[src/rtl/uart_prog_loader.sv]
// uart_prog_loader: 8N1 UART receiver that packs bytes MSB-first into words and streams them into instruction memory.
module uart_prog_loader #(
  parameter int CLKS_PER_BIT = 16,
  parameter int ADDR_WIDTH   = 12
) (
  input  logic                  clk,
  input  logic                  rst,
  input  logic                  enable_i,
  input  logic                  rx_i,
  output logic                  ready_o,
  output logic                  mem_we_o,
  output logic [ADDR_WIDTH-1:0] mem_addr_o,
  output logic [31:0]           mem_wdata_o,
  output logic                  done_o,
  output logic                  frame_err_o,
  output logic                  ovf_o,
  output logic [ADDR_WIDTH:0]   word_count_o
);
  localparam int CW = $clog2(CLKS_PER_BIT);
  localparam logic [CW-1:0] HALF = CW'(CLKS_PER_BIT / 2 - 1);
  localparam logic [CW-1:0] FULL = CW'(CLKS_PER_BIT - 1);
  localparam logic [31:0] MARKER = 32'h0000_0FFF;
  typedef enum logic [1:0] {R_IDLE, R_START, R_DATA, R_STOP} rx_state_t;
  typedef enum logic [1:0] {L_IDLE, L_LOAD, L_DONE} ld_state_t;
  logic                  rx_meta_q, rx_q;
  rx_state_t             rs_q;
  logic [CW-1:0]         cnt_q;
  logic [2:0]            bit_q;
  logic [7:0]            byte_q;
  logic                  byte_valid_q, stop_err_q;
  ld_state_t             ls_q;
  logic [1:0]            idx_q;
  logic [23:0]           word_q;
  logic [31:0]           word_d;
  logic                  we_q, done_q, ferr_q, ovf_q;
  logic [ADDR_WIDTH-1:0] addr_q;
  logic [31:0]           wdata_q;
  logic [ADDR_WIDTH:0]   wc_q;
  always_ff @(posedge clk or posedge rst)
    if (rst) {rx_meta_q, rx_q} <= 2'b11;
    else {rx_meta_q, rx_q} <= {rx_i, rx_meta_q};
  always_ff @(posedge clk or posedge rst)
    if (rst) begin
      rs_q         <= R_IDLE;
      cnt_q        <= '0;
      bit_q        <= '0;
      byte_q       <= '0;
      byte_valid_q <= 1'b0;
      stop_err_q   <= 1'b0;
    end else begin
      byte_valid_q <= 1'b0;
      stop_err_q   <= 1'b0;
      case (rs_q)
        R_IDLE: begin
          cnt_q <= '0;
          if (!rx_q) rs_q <= R_START;
        end
        R_START:
          if (cnt_q == HALF) begin
            cnt_q <= '0;
            bit_q <= '0;
            rs_q  <= rx_q ? R_IDLE : R_DATA;
          end else cnt_q <= cnt_q + 1'b1;
        R_DATA:
          if (cnt_q == FULL) begin
            cnt_q  <= '0;
            byte_q <= {rx_q, byte_q[7:1]};
            bit_q  <= bit_q + 1'b1;
            if (bit_q == 3'd7) rs_q <= R_STOP;
          end else cnt_q <= cnt_q + 1'b1;
        R_STOP:
          if (cnt_q == FULL) begin
            cnt_q        <= '0;
            byte_valid_q <= rx_q;
            stop_err_q   <= !rx_q;
            rs_q         <= R_IDLE;
          end else cnt_q <= cnt_q + 1'b1;
      endcase
    end
  always_comb word_d = {word_q, byte_q};
  // Abort on enable fall takes priority over a byte completing in the same cycle.
  always_ff @(posedge clk or posedge rst)
    if (rst) begin
      ls_q    <= L_IDLE;
      idx_q   <= '0;
      word_q  <= '0;
      we_q    <= 1'b0;
      addr_q  <= '0;
      wdata_q <= '0;
      wc_q    <= '0;
      done_q  <= 1'b0;
      ferr_q  <= 1'b0;
      ovf_q   <= 1'b0;
    end else begin
      we_q <= 1'b0;
      if (stop_err_q) ferr_q <= 1'b1;
      case (ls_q)
        L_IDLE:
          if (enable_i) begin
            ls_q   <= L_LOAD;
            idx_q  <= '0;
            word_q <= '0;
            wc_q   <= '0;
            done_q <= 1'b0;
            ferr_q <= 1'b0;
            ovf_q  <= 1'b0;
          end
        L_LOAD:
          if (!enable_i) ls_q <= L_IDLE;
          else if (byte_valid_q) begin
            word_q <= word_d[23:0];
            idx_q  <= idx_q + 1'b1;
            if (idx_q == 2'd3) begin
              if (word_d == MARKER) begin
                done_q <= 1'b1;
                ls_q   <= L_DONE;
              end else begin
                we_q    <= 1'b1;
                addr_q  <= wc_q[ADDR_WIDTH-1:0];
                wdata_q <= word_d;
                wc_q    <= wc_q + 1'b1;
                if (&wc_q[ADDR_WIDTH-1:0]) begin
                  done_q <= 1'b1;
                  ovf_q  <= 1'b1;
                  ls_q   <= L_DONE;
                end
              end
            end
          end
        L_DONE: if (!enable_i) ls_q <= L_IDLE;
        default: ls_q <= L_IDLE;
      endcase
    end
  assign ready_o      = ls_q == L_LOAD;
  assign mem_we_o     = we_q;
  assign mem_addr_o   = addr_q;
  assign mem_wdata_o  = wdata_q;
  assign done_o       = done_q;
  assign frame_err_o  = ferr_q;
  assign ovf_o        = ovf_q;
  assign word_count_o = wc_q;
endmodule

[config.mk]
export PLATFORM = sky130hd
export DESIGN_NAME = uart_prog_loader
export DESIGN_NICKNAME = d
export VERILOG_FILES = /design/src/rtl/uart_prog_loader.sv
export SDC_FILE = /design/constraint.sdc
export NUM_CORES = 1
export LEC_CHECK = 0
export BUFFER_PORTS_ARGS = -buffer_cell sky130_fd_sc_hd__buf_4
export CAP_MARGIN = 5
export CORE_ASPECT_RATIO = 1.1
export CORE_MARGIN = 3
export CORE_UTILIZATION = 40
export CTS_BUF_LIST = sky130_fd_sc_hd__clkbuf_8
export DETAILED_ROUTE_END_ITERATION = 16
export PLACE_DENSITY = 0.66
export SETUP_SLACK_MARGIN = 0.02
export SLEW_MARGIN = 40
export SYNTH_ARGS = -nofsm -noshare
export SYNTH_HDL_FRONTEND = slang
export SYNTH_SLANG_ARGS = --single-unit
[constraint.sdc]
create_clock -name clk -period 5 [get_ports clk]
set_input_delay 0.5 -clock clk [delete_from_list [all_inputs] [get_ports clk]]
set_output_delay 0.5 -clock clk [all_outputs]
set_load 0.05 [all_outputs]
==> results of run 1 <==
## routing by layer
layer | vias up | GRT usage | share of wire
li1 | 1537 | - | -
met1 | 1625 | 0.2160 | 0.46
met2 | 70 | 0.2371 | 0.48
met3 | 11 | 0.02563 | 0.043
met4 | 0 | 0.06467 | 0.017
met5 | - | 0 | 0
## state kept, by name, indices dropped and copies added (netlist names), 2 cells and up, named ones only
signal	count
mem_wdata_o	32
word_q	24
word_count_o	13
mem_addr_o	12
byte_q	8
cnt_q	4
bit_q	3
idx_q	2
ls_q	2
## layout make-up
class,instances,share of cell area
flip-flops and latches,110,0.4958
repair buffers,70,0.09457
well taps,150,0.03378
multi-input cells,266,0.3373
inverters,5,0.004729
clock buffers,10,0.02477
clock inverters,4,0.009007
## cell usage in the layout, fill, tap and decap left out, drive strengths merged, types with 2 or more instances in the layout
cell,synthesis,layout
nand4,3,3
o211ai,3,3
clkbuf,14,10
a41oi,4,4
dfstp,2,2
o41ai,2,2
or2,2,2
o21ai,14,14
ha,5,5
inv,5,6
nand2b,9,9
mux2,51,51
o31ai,3,3
nor2b,3,3
nand2,70,70
and3,5,5
dfrtp,108,108
a21oi,9,9
nor4,4,4
xnor2,3,3
o22ai,2,2
buf,7,70
nor3,3,3
or3,3,3
nor2,11,11
nand3,35,35
o311ai,4,4
or4,3,3
## cells in the mapped netlist (2+ instances only)
cell type / count / share of area
or2_2: 2 / 0.0026
or3_1: 3 / 0.0039
o21ai_1: 2 / 0.0021
o31ai_1: 3 / 0.0047
nand2b_1: 9 / 0.012
buf_4: 2 / 0.0031
nand2_1: 70 / 0.055
inv_1: 5 / 0.0039
nor3_1: 3 / 0.0031
a41oi_1: 4 / 0.0073
o311ai_0: 4 / 0.0073
nand4_1: 3 / 0.0039
and3_1: 5 / 0.0065
mux2_4: 28 / 0.088
nand3_1: 35 / 0.037
or4_1: 3 / 0.0047
nor2b_1: 3 / 0.0039
xnor2_1: 3 / 0.0055
dfrtp_1: 108 / 0.56
o22ai_1: 2 / 0.0026
o211ai_1: 3 / 0.0047
dfstp_2: 2 / 0.011
nor2_1: 11 / 0.0086
o21ai_0: 11 / 0.011
a21oi_1: 9 / 0.0094
clkbuf_1: 14 / 0.011
nor4_1: 4 / 0.0052
mux2_2: 23 / 0.054
ha_1: 5 / 0.013
buf_12: 3 / 0.013
o41ai_1: 2 / 0.0037
## final timing paths
path                                       startpoint                          end  slack [ns]  depth (start not counted)
worst max-delay path            word_q[5]$_DFFE_PP0P_  mem_wdata_o[25]$_DFFE_PP0P_        2.13                          5
worst min-delay path                              rst            ovf_o$_DFFE_PP0P_        0.20                          2
worst max register to register  word_q[5]$_DFFE_PP0P_  mem_wdata_o[25]$_DFFE_PP0P_        2.13                          5
worst min register to register    rx_meta_q$_DFF_PP1_               rx_q$_DFF_PP1_        0.36                          0
max in group asynchronous                         rst    mem_addr_o[2]$_DFFE_PP0P_        4.08                          3
min in group clk                                 rx_i          rx_meta_q$_DFF_PP1_        0.24                          1
## worst max-delay path, stage by stage (launching register included)
cell and delay, ns:
dfrtp_1 0.42, or4b_1 0.51, or4_1 0.64, o21bai_4 0.37, buf_4 0.43, mux2_2 0.38
## kinds of logic (layout without fill, tap and decap cells)
family | count (synthesis) | in the layout | synth area share
and+or+nand+nor | 156 | 156 | 0.1554
DFF | 110 | 110 | 0.5749
muxes | 51 | 51 | 0.1418
AOI/OAI and AO/OA | 50 | 50 | 0.07285
buffers and inverters | 26 | 89 | 0.03472
adders and majority gates | 5 | 5 | 0.01305
xor gates and xnor gates | 4 | 4 | 0.007312
## per-stage QoR
stage                     hold slack, ns  area [µm²]
after global routing              0.2152        5557
after detailed placement          0.3510        5364
after global placement            0.3476        5360
after CTS                         0.2190        5552
after floorplan                   0.3452        4792
final                             0.1973        5557
## power by group
part           internal (mW)  switching, mW
Combinational         0.0592         0.0834
Clock                  0.239          0.285
Sequential             0.923         0.0509
==> out/summary.md, run 1 <==
The run finished with clean final reports. For the worst setup slack after placement, the log shows 2.149 ns. The synthesized design contains 110 register bits. The number of global-route vias before repair came out at 3237. The register clock-pin slew on the reported worst setup and hold paths came out at 0.10 ns. The power consumption is 1.640 mW.

The power density over the cells was 295.2 nW/µm²; the number of I/O port buffers was 65. The logs give 0.01253 ns for the final setup skew and 9560 µm for the sum of routed wire length over all layers. The tools report the fill cell total of the finished layout as 1068. The run gives 6504 µm as the total half-perimeter wirelength after legalization and detailed placement. The headroom to the max-slew limit was 0.5854. The logs give 601 for the number of cells in the design after placement and 4 for the number of iterations in the first detailed-routing pass. The time the worst path needs with I/O delays and setup was 2.870 ns.

STA classifies the critical path endpoint as a register. Die footprint: 13330 µm². The initial standard-cell utilization of the core was 0.4133. For the initial antenna violation count, the log shows 0.

The static leakage was 2.882 nW; the maximum number of pins on one net before global-route repair was 88. TritonCTS built the clock tree. For the synthesized netlist cell count, the log shows 402.

The floorplan step set the die width to 110.4 µm. Type of the setup path with the least slack: reg2reg. The H-tree was split into 3 levels. Setup violations remaining at the end of the flow were counted as 0.

The I/O pin total was 66. Adding up every negative setup slack in the final design gives 0 ns. Worst min-delay path class: in2async. The run gives 0.8224 as the final weighted congestion in routability-driven placement.

Derived from the worst setup path, the maximum achievable clock frequency is 348.4 MHz. Master cell of the clock root buffer: clkbuf_8. The count of flip-flops with a built-in enable after synthesis was 0; the utilization after layout was 0.4793. The total overflow left after global routing is 0. The share of layout cells above drive strength 1 came out at 0.3097.

Data on the critical path arrives at its endpoint at 3.13 ns. The average wire per standard cell works out to 15.54 µm. The post-route DRC violation count was 0; the count of unique library cells instantiated by Yosys was 49. The logs give 0.37 ns for the insertion delay to the later sink of the worst-skew pair and 2 for the buffer levels on the longest clock path. Number of buffers inserted by post-CTS setup repair: 0. The synthesis-to-layout area growth works out to 15.95%. After the first detailed-routing iteration, the DRC count stood at 196. The mean number of vias per cell was 5.273.

The highest net fanout along the worst path was 24; the total vias in the final route was 3243. Setup repair after global routing left no endpoint under its margin. The floorplan step set the die height to 120.8 µm. Across all setup checks in the final design, the least slack found is 2.130 ns. In the synthesized netlist the dominant register cell turns out to be dfrtp_1.

The post-cts repair resize count came out at 0. The share of the yosys chip area belonging to registers came out at 0.5749. The tools report the final max-slew violation count as 0. VDD sags by at most 134.3 µV. The area of the mapped netlist is 4792 µm², and the total of warnings raised by yosys is 0. The final count of hold timing violations was 0. The logs give 471 for the number of nets in the final layout and 0 for the number of nets still failing antenna checks after routing. STA puts the critical path data required time at 5.26 ns.

The average cell area after synthesis was 11.92 µm². The first global-routing pass estimated 16260 µm of wire. The portion of the clock cycle consumed by the worst path in the final layout works out to 0.5740. STA classifies the critical path startpoint as a register.

The number of diodes added for antenna fixing came out at 0. Summing all multi-input logic gate instances after layout gives 1874 µm². The combined global-route utilization of all metal layers is 0.1543, and the hold buffer count at cts is 0.

Number of buffers created by CTS: 9. The tools report the total nets after synthesis as 411. In the final layout, flip-flops and latches occupy 2755 µm². The proportion of register bits with asynchronous set or reset after synthesis came out at 1.000.

The initialized floorplan defines 41 standard-cell rows. Excluding fillers, the count of instances in the completed layout stands at 615. The tool flagged a number of max-cap violations equal to 0. CTS saw 110 sinks.

After floorplanning, the core was sized to cover 11590 µm². For the pin with the worst max-slew slack, the measured transition is 0.6206 ns.
(Power assumes the default switching activity.)
==> run 2: changes to the inputs <==
--- a/config.mk
+++ b/config.mk
@@ -5,6 +5,7 @@
 export SDC_FILE = /design/constraint.sdc
 export NUM_CORES = 1
 export LEC_CHECK = 0
+export ABC_AREA = 1
 export BUFFER_PORTS_ARGS = -buffer_cell sky130_fd_sc_hd__buf_4
 export CAP_MARGIN = 5
 export CORE_ASPECT_RATIO = 1.1
==> constraint.sdc (replaced) <==
create_clock -name clk -period 2.68 [get_ports clk]
set_input_delay 0.268 -clock clk [delete_from_list [all_inputs] [get_ports clk]]
set_output_delay 0.268 -clock clk [all_outputs]
set_load 0.05 [all_outputs]
==> run 2 against run 1 <==
  * Synthesized cell count up 37%
  * Power grew 93%
  * Register-to-register slack got worse by 1.4 ns
  * Critical endpoint is now ready_o
  * Sequential share of layout area is 0.83 points lower
  * Critical path depth fell by 1
==> out/summary.md, run 2 <==
The flow ran to the end, and the final reports show no timing, DRC or antenna violations. The tree is rooted in a clkbuf_8. For this run, design rule violations remaining after detail routing come to 0. At the worst endpoint, the arrival time is 1.75 ns.

TritonCTS built the clock tree. The launching point of the worst reg2reg path was word_q[5]$_DFFE_PP0P_. The first global-routing pass estimated 17010 µm of wire. When the netlist entered floorplanning its net count stood at 560.

Setup repair after global routing left no endpoint under its margin. The wire-length estimate of the detail-placed layout is 7303 µm. The average wire per standard cell was 13.04 µm. Area of the mapped netlist: 4775 µm². The area growth from synthesis to layout is 18.37%. The register with the most flip-flops in the layout has 32 of them. The timing-limited maximum frequency came out at 496.0 MHz. Walking the worst path, the cells encountered are inv_2, nand2_2, inv_1, buf_4. The analysis attributes to net switching a power of 834.5 µW. In the routed layout, each cell is associated on average with a via count of 4.807. In this run the horizontal extent of the chip is 110.2 µm.

In this run the count of I/O pins placed on the die edge is 66. The run gives 0 as the final max-slew violation count. Initial standard-cell utilization of the core: 0.4137. The number of rows in the core area came out at 41. The tools report the kind of capture point of the worst setup path as an output pin. For the number of diodes added for antenna fixing, the log shows 0.

The filler cells instantiated in the layout total 1121. In this run the worst setup path terminates at ready_o. The maximum number of pins on one net before global-route repair was 60; the hold buffer count at cts was 2. The later pin in the worst-skew pair is clocked with a latency of 0.38 ns. In this design, the largest share of critical-path delay is due to buffers and inverters. The share of the yosys chip area belonging to registers is 0.5770. The average cell area after synthesis is 8.665 µm².

The worst-case hold slack was 0.1911 ns; the number of I/O port buffers was 65. The tools report the count of unique library cells instantiated by Yosys as 29. Clock tree synthesis found a total of 110 sinks. In the layout the commonest cells are nand2_1, dfrtp_1, buf_4, inv_1, nor2_1. Number of cells on the critical path: 4.

Counting the buffers created by CTS gives 9. In this run the number of H-tree levels came out at 3. After the last flow step, the layout net total stands at 625. At the worst endpoint, the required time is 2.41 ns.

The logs give 0.6933 for the headroom to the max-slew limit and 0 ns for the setup TNS. The final count of hold timing violations is 0, and the die footprint is 13280 µm². The number of iterations in the first detailed-routing pass was 4. The worst setup slack after placement was 0.7878 ns. The most used flip-flop cell after synthesis is dfrtp_1. The run gives 0.009225 ns as the final setup skew.

Among all cell types in the netlist, the one instantiated most often is nand2_1. The worst min-delay path class is in2reg. In this run the deepest clock path goes through 2 buffers. The count of cells along the worst hold path is 3.

Among all stages on the critical path, the largest delay is contributed by inv_1. The chip height came out at 120.6 µm. The worst setup path is launched from a register. Proportion of register bits with asynchronous set or reset after synthesis: 1.000. Global routing finished with a remaining overflow of 0. The tools report the placeable core region as 11540 µm². The clock share of power was 0.343; the register clock-pin slew on the reported worst setup and hold paths was 0.09 ns. The transition at the pin with the smallest max-transition slack works out to 0.4601 ns.

Sorting the synthesized cells by area gives the leading types as dfrtp_1, nand2_1, inv_1. The tools report the sequential power share as 0.551. The library cell used most frequently in the layout, excluding fill and tap cells, is nand2_1.

Along the worst path, the maximum fanout reaches 14. For the synthesized netlist cell count, the log shows 551. The combined global-route utilization of all metal layers is 0.1628, and the final weighted congestion in routability-driven placement is 0.8969. The final layout contains routed wiring with a total length of 10050 µm. The start point of the critical path was ls_q[1]$_DFFE_PP0P_. The cell taking the most area after synthesis was dfrtp_1.

The count of routing violations after the opening detailed-route iteration was 179. Type of the setup path with the least slack: reg2out. After clock tree synthesis, the setup repair step added 0 buffers. The clock period could shrink to 2.016 ns.

Across all layers, the routed design uses 3706 vias. The fraction of post-synthesis cell area in the top cell type by area was 0.5660; the worst setup slack for register-to-register paths was 0.78 ns. Buffers plus inverters on the worst setup path: 3. The peak supply drop is 234.2 µV, and the post-synthesis sequential element count is 110.

Gates resized during post-CTS repair numbered 0. The tools report the number of global-route vias before repair as 3591. The share of total power consumed by net switching was 0.2633; the part of the total power dissipated in combinational logic was 0.106. For the final number of setup-violating endpoints, the log shows 0. In this run the critical register-to-register path is captured at mem_wdata_o[21]$_DFFE_PP0P_. The internal portion of the total power is 2.335 mW. Total of warnings raised by yosys: 0. Static leakage: 2.734 nW.

The depth of the most critical reg-to-reg path was 10; the power density over the cells was 560.9 nW/µm². The final worst setup slack was 0.6640 ns. The share of layout cells above drive strength 1 was 0.1675; the count of flip-flops with a built-in enable after synthesis was 0. After synthesis, the most frequently instantiated cells are nand2_1, dfrtp_1, inv_1.

The delay contributed by the slowest stage of the critical path works out to 0.42 ns. The portion of the clock cycle consumed by the worst path in the final layout works out to 0.7522. The run gives 0 as the number of nets still failing antenna checks after routing. The tools report the initial antenna violation count as 0. Max-cap violations in this run came to 0.
run 2: cell types whose count changed in the layout (fill, tap and decap cells not counted), sizes merged, moves of 6 or more:
cell	before	now
nand2b	9	0
mux2	51	0
a21oi	9	3
inv	6	57
nand2	70	168
xor2	1	7
nor2	11	48
o21ai	14	79
run 2: cells by family after synthesis:
kind of cell,Yosys count,share of synthesized area
multiplexers,1,0.002097
flip-flops,110,0.5770
AO/OA/AOI/OAI,85,0.09460
XOR/XNOR,10,0.01835
AND/OR/NAND/NOR,263,0.2277
adder cells (fa/ha/maj),5,0.01310
buffers and inverters,77,0.06708
run 2: cell type report:
type,count,area (µm²),share of cell area
Sequential cell,110,2755,0.4875
Multi-Input combinational cell,364,1699,0.3006
Timing Repair Buffer,73,565.5,0.1001
Inverter,58,221.5,0.03919
Tap cell,150,187.7,0.03321
Clock buffer,9,123.9,0.02192
Clock inverter,7,98.84,0.01749
run 2: worst register-to-register path, delay by kind of cell (launching register included):
| kind | cells | cell delay (ns) |
|---|---|---|
| buf+inv | 2 | 0.53 |
| simple gates | 7 | 0.80 |
| flops | 1 | 0.41 |
| compound gates | 1 | 0.09 |
run 2: power by group through the flow:
stage / Clock, mW / Combinational (mW) / Sequential (mW)
floorplan: 0 / 0.263 / 1.77
global placement: 0 / 0.324 / 1.78
detailed placement: 0 / 0.339 / 1.78
CTS: 1.12 / 0.343 / 1.75
global route: 1.19 / 0.395 / 1.75
finish: 1.09 / 0.336 / 1.75
run 2: through the flow:
step	util	total power, mW	instance area (µm²)	instances
after floorplan	-	2.034	4778	551
after global placement	0.4686	2.100	5409	753
after detailed placement	0.4686	2.117	5409	753
after CTS	0.4896	3.207	5652	771
after global routing	0.4896	3.338	5652	771
final	0.4896	3.170	5652	771
run 2: how the worst min path moves through the flow:
stage | to | slack (ns) | from
after floorplan | rx_meta_q$_DFF_PP1_ | 0.27 | rx_i
after global placement | word_count_o[4]$_DFFE_PP0P_ | 0.27 | rst
after detailed placement | word_count_o[4]$_DFFE_PP0P_ | 0.28 | rst
after CTS | ls_q[1]$_DFFE_PP0P_ | 0.18 | enable_i
after global routing | ls_q[1]$_DFFE_PP0P_ | 0.20 | enable_i
final | ls_q[1]$_DFFE_PP0P_ | 0.19 | enable_i
run 2: routing by layer:
| metal | vias to the layer above | global-route usage | part of all wire |
|---|---|---|---|
| met5 | - | 0 | 0 |
| met4 | 0 | 0.06774 | 0.017 |
| met3 | 17 | 0.03364 | 0.041 |
| met2 | 65 | 0.2625 | 0.48 |
| met1 | 1747 | 0.2124 | 0.46 |
| li1 | 1877 | - | - |
